**src/rtl/puf_auth_verifier.sv**
```systemverilog
// puf_auth_verifier: drives a ring-oscillator PUF with a deterministic LFSR
// challenge sequence, captures each response on the rising edge of puf_ready,
// and either enrolls the responses into a small table or verifies fresh
// responses against it by summed Hamming distance.
//
// Optional build macro PUF_VERIFY_MAJORITY_EN: when defined, every challenge is
// issued three times and the bitwise 2-of-3 majority of the responses is used.
module puf_auth_verifier #(
    parameter int         NUM_CHAL  = 4,
    parameter int         HD_THRESH = 1,
    parameter int         TIMEOUT   = 1023,
    parameter logic [7:0] SEED      = 8'hA5
) (
    input  logic       clk,
    input  logic       rst,
    input  logic       start,
    input  logic       mode,
    output logic       puf_en,
    output logic [7:0] puf_chall,
    input  logic [7:0] puf_response,
    input  logic       puf_ready,
    output logic       busy,
    output logic       done,
    output logic       pass,
    output logic       fail_timeout,
    output logic [7:0] hd_total,
    output logic       enrolled
);

    localparam int                IDX_W    = (NUM_CHAL > 1) ? $clog2(NUM_CHAL) : 1;
    localparam int                DEPTH    = 1 << IDX_W;
    localparam logic [IDX_W-1:0]  IDX_LAST = IDX_W'(NUM_CHAL - 1);
    localparam logic [8:0]        HD_LIM   = 9'(HD_THRESH);
    localparam logic [9:0]        TO_LIM   = 10'(TIMEOUT);

    typedef enum logic [2:0] {
        IDLE,
        ISSUE,
        WAIT_RDY,
        CAPTURE,
        WAIT_LOW,
        FINISH
    } state_t;

    state_t           state_reg;
    logic             mode_reg;
    logic [IDX_W-1:0] idx_reg;
    logic [7:0]       lfsr_reg;
    logic [7:0]       resp_reg;
    logic [7:0]       tbl_rd_reg;
    logic [9:0]       tcnt_reg;
    logic             ready_prev_reg;
    logic [7:0]       table_mem [DEPTH];

    logic             ready_rise;
    logic             timeout_hit;
    logic             last_rep;
    logic             tbl_we;
    logic [7:0]       final_resp;
    logic [7:0]       lfsr_next;
    logic [3:0]       hd_inc;
    logic [8:0]       hd_sum;
    logic [7:0]       hd_sat;

    function automatic logic [3:0] popcount8(input logic [7:0] v);
        logic [3:0] c;
        c = 4'd0;
        for (int i = 0; i < 8; i++) begin
            c = c + {3'd0, v[i]};
        end
        return c;
    endfunction

`ifdef PUF_VERIFY_MAJORITY_EN
    logic [1:0] rep_reg;
    logic [7:0] samp0_reg;
    logic [7:0] samp1_reg;

    // The third capture of a challenge completes the vote
    assign last_rep   = (rep_reg == 2'd2);
    assign final_resp = (samp0_reg & samp1_reg) | (samp0_reg & resp_reg) | (samp1_reg & resp_reg);
`else
    assign last_rep   = 1'b1;
    assign final_resp = resp_reg;
`endif

    // Edge detect: a level that was already high when waiting began is not a response
    assign ready_rise  = puf_ready & ~ready_prev_reg;
    assign timeout_hit = (tcnt_reg == TO_LIM);
    assign lfsr_next   = {lfsr_reg[6:0], lfsr_reg[7] ^ lfsr_reg[5] ^ lfsr_reg[4] ^ lfsr_reg[3]};
    assign hd_inc      = popcount8(final_resp ^ tbl_rd_reg);
    assign hd_sum      = {1'b0, hd_total} + {5'd0, hd_inc};
    assign hd_sat      = hd_sum[8] ? 8'hFF : hd_sum[7:0];
    assign tbl_we      = (state_reg == CAPTURE) && !mode_reg && last_rep;

    // Enrolled-response table, one register per entry so reset can clear it
    generate
        for (genvar gi = 0; gi < DEPTH; gi++) begin : g_tbl
            always_ff @(posedge clk) begin
                if (rst) begin
                    table_mem[gi] <= 8'd0;
                end else if (tbl_we && (idx_reg == IDX_W'(gi))) begin
                    table_mem[gi] <= final_resp;
                end
            end
        end
    endgenerate

    // Registered table read; the index is stable long before CAPTURE uses it
    always_ff @(posedge clk) begin
        if (rst) begin
            tbl_rd_reg <= 8'd0;
        end else begin
            tbl_rd_reg <= table_mem[idx_reg];
        end
    end

    // Run sequencer with registered PUF handshake and status outputs
    always_ff @(posedge clk) begin
        if (rst) begin
            state_reg      <= IDLE;
            mode_reg       <= 1'b0;
            idx_reg        <= '0;
            lfsr_reg       <= 8'd0;
            resp_reg       <= 8'd0;
            tcnt_reg       <= 10'd0;
            ready_prev_reg <= 1'b0;
            puf_en         <= 1'b0;
            puf_chall      <= 8'd0;
            busy           <= 1'b0;
            done           <= 1'b0;
            pass           <= 1'b0;
            fail_timeout   <= 1'b0;
            hd_total       <= 8'd0;
            enrolled       <= 1'b0;
`ifdef PUF_VERIFY_MAJORITY_EN
            rep_reg        <= 2'd0;
            samp0_reg      <= 8'd0;
            samp1_reg      <= 8'd0;
`endif
        end else begin
            ready_prev_reg <= puf_ready;
            done           <= 1'b0;
            case (state_reg)
                IDLE: begin
                    if (start) begin
                        mode_reg     <= mode;
                        pass         <= 1'b0;
                        fail_timeout <= 1'b0;
                        hd_total     <= 8'd0;
                        idx_reg      <= '0;
                        lfsr_reg     <= SEED;
                        busy         <= 1'b1;
`ifdef PUF_VERIFY_MAJORITY_EN
                        rep_reg      <= 2'd0;
`endif
                        // Verifying against an empty table can only fail
                        state_reg    <= (mode && !enrolled) ? FINISH : ISSUE;
                    end else begin
                        busy <= 1'b0;
                    end
                end
                ISSUE: begin
                    puf_chall <= lfsr_reg;
                    puf_en    <= 1'b1;
                    tcnt_reg  <= 10'd0;
                    state_reg <= WAIT_RDY;
                end
                WAIT_RDY: begin
                    if (ready_rise) begin
                        resp_reg  <= puf_response;
                        state_reg <= CAPTURE;
                    end else if (timeout_hit) begin
                        fail_timeout <= 1'b1;
                        pass         <= 1'b0;
                        puf_en       <= 1'b0;
                        state_reg    <= FINISH;
                    end else begin
                        tcnt_reg <= tcnt_reg + 10'd1;
                    end
                end
                CAPTURE: begin
                    if (last_rep && mode_reg) begin
                        hd_total <= hd_sat;
                    end
`ifdef PUF_VERIFY_MAJORITY_EN
                    if (rep_reg == 2'd0) begin
                        samp0_reg <= resp_reg;
                    end else if (rep_reg == 2'd1) begin
                        samp1_reg <= resp_reg;
                    end
`endif
                    puf_en    <= 1'b0;
                    tcnt_reg  <= 10'd0;
                    state_reg <= WAIT_LOW;
                end
                WAIT_LOW: begin
                    if (!puf_ready) begin
`ifdef PUF_VERIFY_MAJORITY_EN
                        if (!last_rep) begin
                            rep_reg   <= rep_reg + 2'd1;
                            state_reg <= ISSUE;
                        end else begin
                            rep_reg <= 2'd0;
`else
                        begin
`endif
                            if (idx_reg == IDX_LAST) begin
                                state_reg <= FINISH;
                            end else begin
                                lfsr_reg  <= lfsr_next;
                                idx_reg   <= idx_reg + 1'b1;
                                state_reg <= ISSUE;
                            end
                        end
                    end else if (timeout_hit) begin
                        fail_timeout <= 1'b1;
                        pass         <= 1'b0;
                        puf_en       <= 1'b0;
                        state_reg    <= FINISH;
                    end else begin
                        tcnt_reg <= tcnt_reg + 10'd1;
                    end
                end
                FINISH: begin
                    done      <= 1'b1;
                    state_reg <= IDLE;
                    if (!mode_reg) begin
                        // A partially rewritten table is not trustworthy
                        enrolled <= !fail_timeout;
                        pass     <= !fail_timeout;
                        hd_total <= 8'd0;
                    end else begin
                        pass <= !fail_timeout && enrolled && ({1'b0, hd_total} <= HD_LIM);
                    end
                end
                default: begin
                    state_reg <= IDLE;
                end
            endcase
        end
    end

endmodule

```
**config.mk**
```make
export PLATFORM = sky130hd
export DESIGN_NAME = puf_auth_verifier
export DESIGN_NICKNAME = d
export VERILOG_FILES = /design/src/rtl/puf_auth_verifier.sv
export SDC_FILE = /design/constraint.sdc
export NUM_CORES = 1
export LEC_CHECK = 0
export BUFFER_PORTS_ARGS = -buffer_cell sky130_fd_sc_hd__buf_2
export CORE_ASPECT_RATIO = 0.75
export CORE_MARGIN = 2
export CORE_UTILIZATION = 43
export DETAILED_ROUTE_END_ITERATION = 6
export SYNTH_ARGS = -nofsm -noshare
export SYNTH_HDL_FRONTEND = slang
export SYNTH_SLANG_ARGS = --single-unit
```
**constraint.sdc**
```tcl
create_clock -name clk -period 6.15 [get_ports clk]
set_input_delay 0.3075 -clock clk [delete_from_list [all_inputs] [get_ports clk]]
set_output_delay 0.3075 -clock clk [all_outputs]
set_load 0.005 [all_outputs]
```
==> impl_results.md, run 1 <==
- Initial DRC count: 214
- Max frequency: 255.3 MHz
- Worst Setup Slack, final: 2.233 ns
- Unrepaired setup endpoints after global routing: no
- Crit-path leading delay family: adder cells
- Critical path launch point: final_resp[0]$_SDFFE_PP0P_
- Syn-to-layout area delta: 11.58%
- Flops & latches, synth: 95
- GR Layer Usage met1: 0.2580
- Post-synth EDFFs: 32
- R2R Path End: hd_total[3]$_SDFFE_PP0P_
- H-tree levels: 3
- Setup Fix Bufs, Post-CTS: 0
- Synthesis Warnings: 0
- Worst Setup Slack post-DPL: 2.246 ns
- CP Capture Type: flip-flop
- Total Wirelength: 9329 microns
- CTS root buf: clkbuf_16
- Initial Utilization: 0.4417
- Mapped Area: 0.004527 sq mm
- Final Hold Fails: 0
- I/O pin count: 35
- Slew HR: 0.4066
- Dominant cell type by area after synthesis: dfxtp_1
- Post-route insts no fill: 597
- Number of global-route vias before repair: 3,146
- Layout cell share with drive strength beyond 1: 0.1497
- TritonCTS clock tree: built
- Largest net degree at the start of global routing: 59
- Total core area: 0.01025 sq mm
- CP max stage cell: fa_1
- Most frequent cells in the layout: 63 x dfxtp_1, 36 x nand2_1, 35 x and3_1
- Synth unique cells: 57
- CTS buffer count: 9
- Synth Flop Type: dfxtp_1
- Buf/Inv on CP: 2
- Crit-path cells: xor2_1 -> fa_1 -> fa_1 -> inv_1 -> fa_1 -> fa_1 -> inv_1 -> fa_1 -> a21oi_1 -> o21bai_1 -> nand3_1 -> o21ai_0 -> a22o_1
- Clk sink count: 95
- Clock Skew: 0.006940 ns
- GR Overflow Total: 0
- Fill cells: 983
- Worst min path class: primary input to flip-flop
- Via count: 3,203
- Fin crit share: 0.6369
- Cells on worst reg2reg path: 13
- VDD IR max: 0.0001484 V
- Post-Synthesis Net Count: 461
- DP Wirelength: 6387 microns
- Top cell type's share of synthesized area: 0.2786
- Syn Area/Cell: 10.48 sq um
- Clk_lat worst skew: 0.34 ns
- Die area: 0.01137 sq mm
- Row Count: 32
- Type of the worst setup path: flip-flop to flip-flop
- Final setup fails: 0
- Worst Hold Slack: 0.1987 ns
- P_leak: 0.002057 uW
- Post_cts resized: 0
- Asr flop ratio synth: 0
- Post-Place Cells: 581
- Chip width: 122.5 microns
- Number of diodes: 0
- Most common cell after layout, fill and taps aside: dfxtp_1
- Total Routing Usage GR: 0.1844
- DRC viols: 0
- WP data required: 6.38 ns
- Worst path depth: 13
- Reg2reg setup slack: 2.23 ns
- Worst reg2reg path startpoint: final_resp[0]$_SDFFE_PP0P_
- Register area share after synthesis: 0.4909
- Final worst path period need: 3.917 ns
- Final setup TNS: 0 ns
- Post-CTS Hold Buffers: 0
- Worst-path fanout max: 6
- MaxCap Viol Count: 0
- CP most frequent cell: fa_1
- Port bufs: 34
- Gate Count Post-Synth: 432
- Met2 Usage GRT: 0.2773
- Nets: 485
- Slowest stage delay, CP: 0.56 ns
- Final ANT Viol Nets: 0
- Ranking of synthesized cells by area: dfxtp_1 28%, edfxtp_1 21%, and3_1 4.8%
- Global route hottest layer: met2
- Clk pin slew, worst setup/hold paths: 0.07 ns
- Crit start category: flip-flop
- Hold Crit Depth: 3
- Crit path DAT: 4.15 ns
- Max reg flops: 32
- Vias/cell: 5.365
- Grt met3 use: 0.04618
- Routed len/inst: 15.63 microns
- First-pass GRT wire length: 16,070 microns
- 1st-pass router iterations: 4
- Critical Path End: hd_total[3]$_SDFFE_PP0P_
- Die height: 92.86 microns
- Outcome: finished, final reports clean
- Clock Path Buffers: 2
- GPL Wtd Cong: 0.7779
- Finished Core Util: 0.4928
- Initial antenna violation count: 0
- Max-slew violations: 0
- Worst-Margin Slew: 0.8902 ns
- Pwr/cell area: 281.5 mW/mm^2
-- layout make-up --
cell class	count	area, sq um	share of cell area
flip-flops and latches	95	2222	0.4399
multi-input cells	306	2168	0.4293
clock buffers	9	225.2	0.04459
repair buffers	35	177.7	0.03517
well taps	136	170.2	0.03369
clock inverters	7	53.80	0.01065
inverters	9	33.78	0.006688
-- where the power goes --
part	internal, uW	leakage [uW]	switching (uW)
combinational	76.9	0.00108	106
clock	278	0.000136	248
sequential	677	0.000842	36.7
total	1030	0.00206	390
-- Yosys cell counts, drive strengths merged, types with 12 or more instances --
cell type,n
o21ai,18
clkbuf,13
edfxtp,32
dfxtp,63
nor3,15
nand2,36
nor2b,14
nor2,25
and3,35
nand3,12
a21oi,29
-- routing by layer --
| layer | share of wire | wire (microns) |
|---|---|---|
| met5 | 0 | 0 |
| met3 | 0.040 | 370 |
| met2 | 0.44 | 4112 |
| met1 | 0.51 | 4795 |
| met4 | 0.0055 | 51 |
-- worst reg2reg max path: stages (launching register included) --
cell	delay, ns
dfxtp_1	0.41
xor2_1	0.21
fa_1	0.47
fa_1	0.54
inv_1	0.05
fa_1	0.56
fa_1	0.19
inv_1	0.06
fa_1	0.41
a21oi_1	0.25
o21bai_1	0.15
nand3_1	0.20
o21ai_0	0.12
a22o_1	0.18
-- cells by family after synthesis --
group / synth area share
flip-flops: 0.4909
AO/OA/AOI/OAI: 0.1238
AND/OR/NAND/NOR: 0.2161
multiplexers: 0.05749
adder cells (fa/ha/maj): 0.05252
buffers and inverters: 0.03013
XOR/XNOR: 0.02902
-- through the flow --
step	power (uW)	cell area, sq um
6_report	1422	5051
5_1_grt	1498	5051
4_1_cts	1439	5051
3_5_place_dp	911.2	4772
3_3_place_gp	908.6	4772
2_1_floorplan	868.0	4527
-- worst min path at each step --
stage,startpoint,end,slack (ns)
CTS,puf_response[5],final_resp[5]$_SDFFE_PP0P_,0.19
global placement,tcnt_reg[1]$_SDFFE_PP0P_,tcnt_reg[1]$_SDFFE_PP0P_,0.46
detailed placement,tcnt_reg[1]$_SDFFE_PP0P_,tcnt_reg[1]$_SDFFE_PP0P_,0.46
finish,puf_response[3],final_resp[3]$_SDFFE_PP0P_,0.20
global route,puf_response[5],final_resp[5]$_SDFFE_PP0P_,0.20
floorplan,puf_ready,ready_prev_reg$_SDFF_PP0_,0.44
Note: power is estimated with default switching activity, not from simulation.
==> inputs of run 2 (changes only) <==
==> constraint.sdc (replaced) <==
create_clock -name clk -period 3.4 [get_ports clk]
set_input_delay 0.17 -clock clk [delete_from_list [all_inputs] [get_ports clk]]
set_output_delay 0.17 -clock clk [all_outputs]
set_load 0.005 [all_outputs]
==> impl_results.md, run 2 (synthesis results as in run 1) <==
- Outcome: complete, but fails checks
- Failing checks: setup timing
- Final Hold Fails: 0 (unchanged)
- I/O pin count: 35 (unchanged)
- DR top layer: met4
- Port bufs: 34 (unchanged)
- Area of the multi-input gates: 0.002226 sq mm (+2.7%)
- Number of diodes: 0 (unchanged)
- Die area: 0.01137 sq mm (unchanged)
- Cells on worst reg2reg path: 13 (unchanged)
- WP data required: 3.60 ns (-2.78 ns)
- CTS root buf: clkbuf_16
- GPL Wtd Cong: 0.7617 (-2.1%)
- Met3 Wirelength: 407 microns (+10%)
- Most frequent cells in the layout: 59 x dfxtp_1, 36 x nand2_1, 35 x and3_1
- Most common cell after layout, fill and taps aside: dfxtp_1
- Slew HR: 0.5537 (+0.1471)
- Unrepaired setup endpoints after global routing: yes
- Max reg flops: 32 (unchanged)
- P_leak: 0.002114 uW (+2.8%)
- Vias/cell: 5.413 (+0.88%)
- VDD IR max: 0.0002530 V (+71%)
- Chip width: 122.5 microns (unchanged)
- Critical Path End: hd_total[6]$_SDFFE_PP0P_
- Worst Setup Slack, final: -0.05247 ns (-2.285 ns)
- CTS buffer count: 9 (unchanged)
- Post-CTS Hold Buffers: 0 (unchanged)
- Final setup TNS: -0.09445 ns (-0.09445 ns)
- Clk pin slew, worst setup/hold paths: 0.07 ns (about the same)
- Max frequency: 289.6 MHz (+13%)
- Reg2reg setup slack: -0.05 ns (-2.29 ns)
- Die height: 92.86 microns (unchanged)
- Total Routing Usage GR: 0.1846 (+0.0002329)
- Clock Path Buffers: 2 (unchanged)
- Initial DRC count: 235 (+9.8%)
- Worst reg2reg path startpoint: tbl_rd_reg[2]$_SDFF_PP0_
- Initial Utilization: 0.4417 (unchanged)
- Worst-Margin Slew: 0.6686 ns (-0.2216 ns)
- DRC viols: 0 (unchanged)
- Worst Hold Slack: 0.05368 ns (-0.1450 ns)
- Clk_lat worst skew: 0.35 ns (about the same)
- Clock Skew: 0.008579 ns (+0.001639 ns)
- DP Wirelength: 6619 microns (+3.6%)
- Final setup fails: 2 (+2)
- 1st-pass router iterations: 4 (unchanged)
- Metal-1 WL: 4993 microns (+4.1%)
- Final worst path period need: 3.452 ns (-0.4645 ns)
- Layout cell share with drive strength beyond 1: 0.1957 (+0.04607)
- R2R Path End: hd_total[6]$_SDFFE_PP0P_
- MaxCap Viol Count: 0 (unchanged)
- Final Cell Area: 0.005185 sq mm (+2.7%)
- Initial antenna violation count: 0 (unchanged)
- H-tree levels: 3 (unchanged)
- Number of global-route vias before repair: 3,135 (-0.35%)
- Worst Setup Slack post-DPL: -0.1500 ns (-2.396 ns)
- Row Count: 32 (unchanged)
- Crit path DAT: 3.65 ns (-0.50 ns)
- First-pass GRT wire length: 16,070 microns (unchanged)
- TritonCTS clock tree: built
- Crit start category: flip-flop
- Via count: 3,280 (+2.4%)
- Critical path launch point: tbl_rd_reg[2]$_SDFF_PP0_
- Placement Cell Area: 0.004836 sq mm (+1.3%)
- Pwr/cell area: 500.7 mW/mm^2 (+78%)
- GR Overflow Total: 0 (unchanged)
- Total core area: 0.01025 sq mm (unchanged)
- Syn-to-layout area delta: 14.54%
- Max-slew violations: 0 (unchanged)
- Type of the worst setup path: flip-flop to flip-flop
- Worst-path fanout max: 4 (-2)
- Largest net degree at the start of global routing: 34 (-42%)
- Clk sink count: 95 (unchanged)
- Met2 wire len: 4170 microns (+1.4%)
- Worst min path class: primary input to flip-flop
- Final ANT Viol Nets: 0 (unchanged)
- Fill cells: 937 (-4.7%)
- Storage cell area: 0.002227 sq mm (+0.23%)
- Total Wirelength: 9676 microns (+3.7%)
- Fin crit share: 1.015 (+0.3785)
- Routed len/inst: 15.97 microns (+2.2%)
- CP Capture Type: flip-flop
- Nets: 494 (+1.9%)
[run 2: critical path, cell delays in order (launching register included)]
cell,delay [ns]
dfxtp_2,0.33
xor2_2,0.17
fa_1,0.46
fa_1,0.49
inv_1,0.05
fa_1,0.50
fa_2,0.21
inv_2,0.04
fa_2,0.37
a21oi_4,0.19
o21bai_4,0.11
and2_4,0.17
a31oi_1,0.17
a211oi_1,0.06
[run 2: worst min-delay path by stage]
stage | slack, ns | start | to | cells after the start
after global routing | 0.08 | puf_response[4] | final_resp[4]$_SDFFE_PP0P_ | 3
after global placement | 0.40 | puf_response[1] | final_resp[1]$_SDFFE_PP0P_ | 3
after detailed placement | 0.41 | puf_response[4] | final_resp[4]$_SDFFE_PP0P_ | 3
final | 0.05 | puf_response[4] | final_resp[4]$_SDFFE_PP0P_ | 3
after floorplan | 0.30 | puf_ready | ready_prev_reg$_SDFF_PP0_ | 1
after CTS | 0.05 | puf_response[4] | final_resp[4]$_SDFFE_PP0P_ | 3
[run 2: cell type report]
cell class | instances | area share
sequential | 95 | 0.4295
clock inverter | 7 | 0.01038
tap | 136 | 0.03282
clock buffer | 9 | 0.04344
timing repair buffer | 44 | 0.04802
inverter | 9 | 0.006515
multi-input combinational | 306 | 0.4293
[run 2: repair_timing]
item | 4_1_cts | 5_1_grt
gates cloned | 0 | 0
buffers inserted | 1 | 1
pin swaps | 4 | 7
gates resized for setup | 6 | 6
endpoints found under the setup margin | 7 | 8
[run 2: report_power, final]
group / total [uW] / leakage (uW) / internal (uW) / switching (uW)
logic: 361 / 0.00113 / 149 / 212
clock network: 958 / 0.000137 / 504 / 454
registers: 1280 / 0.000844 / 1220 / 52.8
total: 2600 / 0.00211 / 1880 / 719
[run 2: layer usage]
metal	vias up	GRT usage
met3	8	0.04495
li1	1643	-
met2	54	0.2727
met1	1575	0.2697
met4	0	0.04885
met5	-	0
[run 2: through the flow]
step	utilization	power, uW	std cells
5_1_grt	0.5059	2723	606
4_1_cts	0.5024	2620	605
3_5_place_dp	0.4718	1661	588
3_3_place_gp	0.4718	1651	588
6_report	0.5059	2596	606
2_1_floorplan	-	1571	432
